File: src/rtl/line_raster_pkg.sv
// line_raster_pkg: FSM encoding and width helpers shared by the line rasteriser files.
package line_raster_pkg;
  typedef enum logic [1:0] {IDLE, SETUP, DRAW, DONE} state_t;
  function automatic int dw_of(input int w);
    return w + 1;
  endfunction
  function automatic int ew_of(input int w);
    return w + 2;
  endfunction
  function automatic int clog2(input int n);
    int r;
    r = 0;
    for (int v = n - 1; v > 0; v = v >> 1) r++;
    return r;
  endfunction
endpackage

File: src/rtl/line_frag_addr.sv
// line_frag_addr: pixel coordinate to framebuffer address plus bounds test.
// Clipping is enabled by defining LINE_CLIP_EN; otherwise every pixel is in bounds and the address wraps.
module line_frag_addr
  import line_raster_pkg::*;
#(
  parameter int WIDTH  = 13,
  parameter int FB_W   = 640,
  parameter int FB_H   = 480,
  parameter int ADDR_W = 19
) (
  input  logic signed [WIDTH-1:0]  x,
  input  logic signed [WIDTH-1:0]  y,
  output logic        [ADDR_W-1:0] addr,
  output logic                     in_bounds
);
  if (ADDR_W < clog2(FB_W * FB_H)) begin : g_addr_chk
    $error("line_frag_addr: ADDR_W cannot hold FB_W*FB_H-1");
  end
  // Modular arithmetic at ADDR_W bits gives the two's-complement wrap for off-screen pixels.
  assign addr = ADDR_W'(y) * ADDR_W'(FB_W) + ADDR_W'(x);
`ifdef LINE_CLIP_EN
  assign in_bounds = !x[WIDTH-1] && !y[WIDTH-1] && (int'(x) < FB_W) && (int'(y) < FB_H);
`else
  assign in_bounds = 1'b1;
`endif
endmodule

File: src/rtl/line_raster_engine.sv
// line_raster_engine: all-octant Bresenham line rasteriser driving a framebuffer write port.
// Define LINE_CLIP_EN to suppress off-screen pixels instead of writing wrapped addresses.
module line_raster_engine
  import line_raster_pkg::*;
#(
  parameter int WIDTH   = 13,
  parameter int FB_W    = 640,
  parameter int FB_H    = 480,
  parameter int ADDR_W  = 19,
  parameter int COLOR_W = 1
) (
  input  logic                      clk,
  input  logic                      reset,
  input  logic                      start,
  input  logic signed [WIDTH-1:0]   x0,
  input  logic signed [WIDTH-1:0]   y0,
  input  logic signed [WIDTH-1:0]   x1,
  input  logic signed [WIDTH-1:0]   y1,
  input  logic        [COLOR_W-1:0] color_in,
  output logic                      busy,
  output logic                      FB_WE,
  input  logic                      FB_ready,
  output logic        [ADDR_W-1:0]  FB_addr,
  output logic        [COLOR_W-1:0] color_out,
  output logic                      sys_finish
);
  localparam int DW = dw_of(WIDTH);
  localparam int EW = ew_of(WIDTH);
  state_t state_q, state_d;
  logic signed [WIDTH-1:0] x_q, x_d, y_q, y_d, x1_q, x1_d, y1_q, y1_d;
  logic signed [WIDTH-1:0] sx_q, sx_d, sy_q, sy_d, nx, ny, fx, fy;
  logic signed [DW-1:0] dx_q, dx_d, dy_q, dy_d, ddx, ddy;
  logic signed [EW-1:0] err_q, err_d;
  logic signed [EW:0] e2;
  logic [COLOR_W-1:0] color_q, color_d;
  logic [ADDR_W-1:0] addr_q, addr_d, frag_addr;
  logic fb_we_q, fb_we_d, busy_q, busy_d, fin_q, fin_d;
  logic step_x, step_y, retire, last, frag_in;

  assign e2 = {err_q, 1'b0};
  assign step_x = e2 >= (EW+1)'(dy_q);
  assign step_y = e2 <= (EW+1)'(dx_q);
  assign nx = step_x ? x_q + sx_q : x_q;
  assign ny = step_y ? y_q + sy_q : y_q;
  // The address unit always looks at the pixel that will be presented next cycle.
  assign fx = (state_q == DRAW) ? nx : x_q;
  assign fy = (state_q == DRAW) ? ny : y_q;
  assign ddx = DW'(x1_q) - DW'(x_q);
  assign ddy = DW'(y1_q) - DW'(y_q);
  assign retire = (state_q == DRAW) && (!fb_we_q || FB_ready);
  assign last = (x_q == x1_q) && (y_q == y1_q);

  line_frag_addr #(
    .WIDTH (WIDTH),
    .FB_W  (FB_W),
    .FB_H  (FB_H),
    .ADDR_W(ADDR_W)
  ) u_frag (
    .x        (fx),
    .y        (fy),
    .addr     (frag_addr),
    .in_bounds(frag_in)
  );

  always_comb begin
    state_d = state_q;
    x_d = x_q;
    y_d = y_q;
    x1_d = x1_q;
    y1_d = y1_q;
    sx_d = sx_q;
    sy_d = sy_q;
    dx_d = dx_q;
    dy_d = dy_q;
    err_d = err_q;
    color_d = color_q;
    addr_d = addr_q;
    fb_we_d = fb_we_q;
    busy_d = busy_q;
    fin_d = 1'b0;
    case (state_q)
      IDLE: if (start) begin
        state_d = SETUP;
        busy_d = 1'b1;
        x_d = x0;
        y_d = y0;
        x1_d = x1;
        y1_d = y1;
        color_d = color_in;
      end
      SETUP: begin
        dx_d = ddx[DW-1] ? -ddx : ddx;
        dy_d = ddy[DW-1] ? ddy : -ddy;
        sx_d = ddx[DW-1] ? '1 : WIDTH'(1);
        sy_d = ddy[DW-1] ? '1 : WIDTH'(1);
        err_d = EW'(dx_d) + EW'(dy_d);
        fb_we_d = frag_in;
        addr_d = frag_addr;
        state_d = DRAW;
      end
      DRAW: if (retire) begin
        if (last) begin
          state_d = DONE;
          fb_we_d = 1'b0;
          fin_d = 1'b1;
        end else begin
          x_d = nx;
          y_d = ny;
          err_d = err_q + (step_x ? EW'(dy_q) : '0) + (step_y ? EW'(dx_q) : '0);
          fb_we_d = frag_in;
          addr_d = frag_addr;
        end
      end
      DONE: begin
        state_d = IDLE;
        busy_d = 1'b0;
      end
      default: state_d = IDLE;
    endcase
  end

  always_ff @(posedge clk) begin
    if (reset) begin
      state_q <= IDLE;
      x_q <= '0;
      y_q <= '0;
      x1_q <= '0;
      y1_q <= '0;
      sx_q <= '0;
      sy_q <= '0;
      dx_q <= '0;
      dy_q <= '0;
      err_q <= '0;
      color_q <= '0;
      addr_q <= '0;
      fb_we_q <= 1'b0;
      busy_q <= 1'b0;
      fin_q <= 1'b0;
    end else begin
      state_q <= state_d;
      x_q <= x_d;
      y_q <= y_d;
      x1_q <= x1_d;
      y1_q <= y1_d;
      sx_q <= sx_d;
      sy_q <= sy_d;
      dx_q <= dx_d;
      dy_q <= dy_d;
      err_q <= err_d;
      color_q <= color_d;
      addr_q <= addr_d;
      fb_we_q <= fb_we_d;
      busy_q <= busy_d;
      fin_q <= fin_d;
    end
  end

  assign busy = busy_q;
  assign FB_WE = fb_we_q;
  assign FB_addr = addr_q;
  assign color_out = color_q;
  assign sys_finish = fin_q;
endmodule

File: config.mk
export PLATFORM = sky130hd
export DESIGN_NAME = line_raster_engine
export DESIGN_NICKNAME = d
export VERILOG_FILES = /design/src/rtl/line_raster_pkg.sv /design/src/rtl/line_frag_addr.sv /design/src/rtl/line_raster_engine.sv
export SDC_FILE = /design/constraint.sdc
export NUM_CORES = 1
export LEC_CHECK = 0
export ABC_CLOCK_PERIOD_IN_PS = 6700
export CAP_MARGIN = 20
export CORE_MARGIN = 1.5
export CORE_UTILIZATION = 60
export CTS_CLUSTER_DIAMETER = 120
export CTS_CLUSTER_SIZE = 40
export DETAILED_ROUTE_END_ITERATION = 10
export MAX_ROUTING_LAYER = met4
export PLACE_DENSITY = 0.86
export SYNTH_ARGS = -nofsm -noshare
export SYNTH_HDL_FRONTEND = slang
export SYNTH_SLANG_ARGS = --single-unit
File: constraint.sdc
create_clock -name clk -period 6.7 [get_ports clk]
set_clock_uncertainty 0.1 [all_clocks]
set_input_delay 1.005 -clock clk [delete_from_list [all_inputs] [get_ports clk]]
set_output_delay 1.005 -clock clk [all_outputs]
set_load 0.01 [all_outputs]
---- Word-level counts from Yosys, hierarchy flattened ----
Index checks and enable logic that the tools add are counted.
W data, S select, Z words.
word-level totals
  input port bits ......................... 57
  word-level logic and storage cells ...... 88
  bits in registers ....................... 146
  output and inout port bits .............. 23
operators by class
  $mul .................................... 1
  order comparisons ....................... 2
  add/sub/neg operators ................... 10
  reduce and logical (&&, ||, !) cells .... 15
  multiplexer cells ....................... 34
  equality and inequality tests ........... 9
  bitwise logic cells ..................... 2
operators by type and width
  kind                     number
  $mux W13                 12
  $mux W15                 4
  $pmux W13 S2             2
  $mux W19                 2
  $pmux W19 S2             1
  $add A15 B15 Y15         2
  $pmux W15 S2             1
  $mux W14                 2
  $neg A14 Y14             2
  $sub A13 B13 Y14         2
  $add A13 B13 Y13         2
  $eq A13 B13 Y1           2
  $add A19 B13 Y19         1
  $ge A16 B14 Y1           1
  $le A16 B14 Y1           1
  $add A14 B14 Y15         1
  $mul A13 B4 Y12 const B  1
  $ne A2 B2 Y1 const B     4
  $pmux W2 S4              1
  $mux W2                  3
  $reduce_and A2 Y1        3
  $reduce_and A3 Y1        2
  $reduce_bool A2 Y1       3
  $eq A2 B2 Y1 const B     2
  other kinds (10)         16

---- Logic depth before layout (Yosys ltp) ----
  word-level depth ........................ 8
  depth in mapped cells ................... 29
  mapped depth without buffers ............ 27

---- Modules after synthesis ----
From an unflattened synthesis, not the netlist that was laid out.
second synthesis, totals
  cell total of the unflattened synthesis .. 1481
  area total of the unflattened synthesis .. 11345.9 um^2
by module, submodules not included
  module              cells each  instances  area an instance (um^2)
  line_raster_engine  1355        1          10339.9
  line_frag_addr      126         1          1006.0

---- Worst setup path after synthesis ----
OpenSTA, ideal clock, no wires.
  path type ............................... register to register
  start point ............................. register dx_q[13]
  end point ............................... register addr_q[18] (netlist: FB_addr[18])
  setup time .............................. 79 ps
  arrival ................................. 5424 ps
  path slack .............................. 1096 ps
  stages on the path, launching flop included .. 27
  cells stage by stage .................... dfxtp_1 -> inv_1 -> ha_1 -> nand4_2 -> a211oi_1 -> nor3_1 -> and4_4 -> nor3_4 -> nand2b_1 -> clkbuf_1 -> clkbuf_1 -> nand2_1 -> o21ai_0 -> ha_1 -> ha_1 -> inv_1 -> fa_1 -> xnor2_1 -> ha_1 -> or4_1 -> a31oi_2 -> nor2b_1 -> o21a_1 -> o41a_1 -> xnor3_1 -> xnor3_1 -> a211oi_2
between the ends
  word-level cells in the longest chain between the ends .. 8
RTL lines
  what                    line                       text
  start, declared         line_raster_engine.sv:32   logic signed [DW-1:0] dx_q, dx_d, dy_q, dy_d, ddx, ddy;
  start signal, assigned  line_raster_engine.sv:131  dx_q <= '0;
  start signal, assigned  line_raster_engine.sv:147  dx_q <= dx_d;
  $le A16 B14 Y1 (*)      line_raster_engine.sv:42   assign step_y = e2 <= (EW+1)'(dx_q);
  $mux W13 (*)            line_raster_engine.sv:44   assign ny = step_y ? y_q + sy_q : y_q;
  $mux W13 (*)            line_raster_engine.sv:47   assign fy = (state_q == DRAW) ? ny : y_q;
  $mul A13 B4 Y12 (*)     line_frag_addr.sv:20       assign addr = ADDR_W'(y) * ADDR_W'(FB_W) + ADDR_W'(x);
  $add A19 B13 Y19 (*)    line_frag_addr.sv:20
  $mux W19                line_raster_engine.sv:102  if (last) begin
  $mux W19                line_raster_engine.sv:101  DRAW: if (retire) begin
  $pmux W19 S2 (*)        line_raster_engine.sv:81   case (state_q)
  end signal, assigned    line_raster_engine.sv:151  addr_q <= addr_d;
  end, declared           line_raster_engine.sv:36   logic [ADDR_W-1:0] addr_q, addr_d, frag_addr;
Every way passes the cells marked *; elsewhere a longest branch is shown, timed or not. The select of a mux whose other input is x is not followed.
A chain may end at the register's enable or synchronous reset.

---- Worst setup path after layout ----
  start point ............................. register dx_q[10]
  end point ............................... register addr_q[18] (netlist: FB_addr[18])
Same word-level chain as after synthesis.

==> out/metrics.sh <==
YOSYSMOSTFREQUENTCELL='nor2_1'
NETLIST_AREA_MM2=0.0111
SYNTH_TOP_CELLS_BY_COUNT='nor2_1 (166), nand2_1 (158), ha_1 (141)'
TIMING.CRITICAL_PATH.FROM_TYPE='register'
DIODES=0
DPL.HPWL_MM=23.3
SYNTH_ENABLE_FLOP_CELLS=0
REPORT.FINAL.SLEW_VIOL_COUNT=0
DIE-AREA_MM2=0.0193
TOTALWIRELENGTH_MM=31.1
WORST_PATH_LARGEST_CELL_DELAY_NS=0.55
CRITICAL_PATH_REQUIRED_NS=6.95
CRITICAL_PATH.STARTPOINT='dx_q[10]'
SYNTHTOPCELLSBYAREA='dfxtp_1 (22%), ha_1 (16%), a21oi_1 (5.9%), nor2_1 (5.6%), nand2_1 (5.4%)'
RUN_STATUS='complete, no violations'
NUMBER_OF_FLIP_FLOPS_AND_LATCHES_IN_THE_SYNTHESIZED_NETLIST=123
SMALLEST_SETUP_SLACK_AFTER_LAYOUT_NS=0.448
HOLD_PATH_STARTPOINT='FB_addr[7]'
SHARE_OF_SYNTHESIZED_AREA_OCCUPIED_BY_FLIP_FLOPS_AND_LATCHES_PCT=22.2
TIMING.CRITICAL_PATH.TO_TYPE='register'
PORT_BUFFERS=79
HTREE_LEVELS=4
PATH_COMMON_CELL='ha_1'
MAXCAPVIOLATIONS=0
INSTANCES_NO_FILL=1735
GRT_PASS1_WL_MM=51.2
MAX_CLOCK_FREQ_MHz=160
CLOCK_SINK_COUNT=123
SYNTH_LARGEST_TYPE_AREA_FRACTION_PCT=22.2
SLEW-LIMIT-HEADROOM_PCT=25.7
MIN_DELAY_PATH_DEPTH=2
DP_WORST_SETUP_SLACK_NS=0.612
MAPPED_NETS=1657
RR_STARTPOINT='dx_q[10]'
DIE_WIDTH_UM=139
DR.FIRST_ITER.DRC_COUNT=835
SYNTH_TOP_CELL_BY_AREA='dfxtp_1'
DIE_H_UM=139
NUM-NETS-FINAL=1713
POSTCTSSETUPREPAIRBUFS=0
SETUP_REPAIR_AFTER_GLOBAL_ROUTING_MISSED_ITS_MARGIN='no'
REPORT.FINAL.SETUP_VIOL=0
DRT-VIAS-PER-INSTANCE=6.12
SYN_AREA_PER_CELL_UM2=7.71
WORSTPATHCELLLIST='inv_1 > ha_1 > a21oi_1 > a211oi_1 > nor3_1 > a21oi_1 > nor3_4 > nand2b_1 > o21ai_0 > ha_1 > ha_1 > inv_1 > fa_1 > xnor2_1 > ha_1 > or4_1 > a31oi_2 > nor2b_1 > o21a_1 > o41a_1 > xnor3_1 > xnor3_1 > a211oi_2'
SYN_INST=1437
FILL_CELLS=1460
TIMING.CRITICAL_PATH.ARRIVAL_NS=6.50
GRT.OVERFLOW.TOTAL=0
GRT_RESOURCE_USAGE_TOTAL_PCT=33.9
ROUTABILITY_CONGESTION_ESTIMATE=1.00
PATH_CLK_SLEW_NS=0.06
WORSTHOLDPATHTYPE='reg -> reg'
CRIT_CELLS=23
ASYNC_RESET_FF_SHARE_PCT=0
YOSYSWARNINGS=0
TIMING.SETUP.TNS_NS=0
DESIGN.PORTCOUNT=80
CTS_RESIZED=0
CTS_MAX_PATH_BUFFERS=2
TIMING_HOLD_VIOLATIONS_FINAL=0
CTS_TREE='done'
DOMINANTREGCELLSYNTH='dfxtp_1'
SLOWEST_STAGE='or4_1'
CTS.HOLD.BUFFERS_ADDED=0
PERIOD_SHARE_PCT=93.3
START_UTIL_PCT=61.4
FIRST_GLOBAL_VIAS=10500
CTS.ROOT.BUFFER_CELL='clkbuf_16'
CPLARGESTDELAYFAMILY='compound AO/OA/AOI/OAI gates'
PLACEMENT_ROWS=49
CORE_AREA_MM2=0.0180
TIMING.REG2REG.WORST_PATH_DEPTH=23
FIN_CRIT_NS=6.25
PLACE.DETAILED.INSTANCES=1702
SYNTH.LIB_CELLS_USED.DISTINCT=79
POST_DRT_WL_PER_CELL_UM=17.9
CRITICAL_PATH_CLASS='reg -> reg'
GRT_ANTENNA_BEFORE_REPAIR=0
FINAL_LAYOUT_SIZE_SUFFIX_GT1_SHARE_PCT=4.71
WORSTPATHMAXFANOUT=20
DRT.ANTENNA.VIOLATING_NETS=0
CTS_BUFFERS=17
WORST-SLEW-PIN-TRANSITION_NS=1.10
AREA_GROWTH_SYN_TO_LAYOUT_PCT=14.4
DETAIL_ROUTE.FIRST_PASS.ITERATIONS=5
POST-ROUTE-DRC-COUNT=0
LAYOUT.AREA.SEQ_MM2=0.00246
PATH_BUF_INV=2
MULTI_INPUT_AREA_MM2=0.00798
NUM_VIAS=10600
CLKLATENCYLATEPIN_NS=0.43
FINAL.HOLD.WORST_SLACK_NS=0.353
GRT_START_MAX_NET_PINS=73
-- metal layers --
| layer | vias up | GRT usage, % | part of all wire, % |
|---|---|---|---|
| li1 | 5167 | - | - |
| met1 | 4921 | 41.5 | 42 |
| met2 | 436 | 54.6 | 46 |
| met3 | 91 | 5.87 | 7.0 |
| met4 | 0 | 15.6 | 4.6 |
| met5 | - | - | 0 |
-- layout make-up --
type	count	share of cell area [%]
well taps	229	2.26
clock buffers	19	3.50
inverters	115	3.41
multi-input cells	1143	63.0
flip-flops and latches	123	19.4
repair buffers	93	7.05
clock inverters	13	1.37
-- worst reg2reg max path, delay by kind of cell (launching register included) --
kind | cells | cell delay (ns)
AO/OA/AOI/OAI | 8 | 1.77
XOR/XNOR | 3 | 0.70
adder cells (fa/ha/maj) | 5 | 1.47
AND/OR/NAND/NOR | 5 | 1.68
flip-flops | 1 | 0.31
buffers and inverters | 2 | 0.12
-- path summary, 6_finish.rpt --
path	to	slack, ns
max	FB_addr[18]	0.45
min	FB_addr[7]	0.35
max reg2reg	FB_addr[18]	0.45
min reg2reg	FB_addr[7]	0.35
-- layout by cell type, fill, tap and decap left out, types with 4 or more instances in the layout --
cell type / n
a211o_1: 5
a211oi_1: 39
a21boi_0: 10
a21o_1: 27
a21oi_1: 130
a31oi_1: 7
and2_1: 4
buf_4: 15
bufinv_16: 4
clkbuf_16: 17
clkdlybuf4s50_1: 78
clkinv_2: 6
dfxtp_1: 123
fa_1: 22
ha_1: 140
inv_1: 113
mux2_2: 5
mux2i_1: 15
nand2_1: 158
nand2b_1: 15
nand3_1: 18
nand4_1: 6
nor2_1: 165
nor2b_1: 15
nor3_1: 47
nor3b_1: 7
o211ai_1: 30
o21a_1: 21
o21ai_0: 55
o21bai_1: 14
o22ai_1: 10
o31ai_1: 8
or3_1: 10
xnor2_1: 54
xor2_1: 39
-- registers in the layout, summed over array words and instances (netlist names), named ones only --
signal      cells
x_q            13
FB_addr        19
busy            1
dy_q           14
state_q         2
sx_q            2
x1_q           13
sys_finish      1
y1_q           13
color_out       1
err_q          15
FB_WE           1
y_q            12
dx_q           14
sy_q            1
-- per-stage QoR --
stage               area, µm²  utilization (%)
CTS                     12700             70.2
detailed placement      12000             66.8
floorplan               11100                -
global route            12700             70.3
global placement        12000             66.8
finish                  12700             70.3
-- cell families after synthesis --
| group | count (synthesis) | synth area share (%) |
|---|---|---|
| buf+inv | 171 | 5.81 |
| simple gates | 467 | 18.8 |
| flops | 123 | 22.2 |
| compound gates | 397 | 23.5 |
| xor+xnor | 96 | 7.91 |
| fa+ha+maj | 163 | 19.9 |
| mux | 20 | 1.86 |
Power is not shown: default switching activity piles up to over one toggle a cycle in this logic, so the estimate is an artifact.
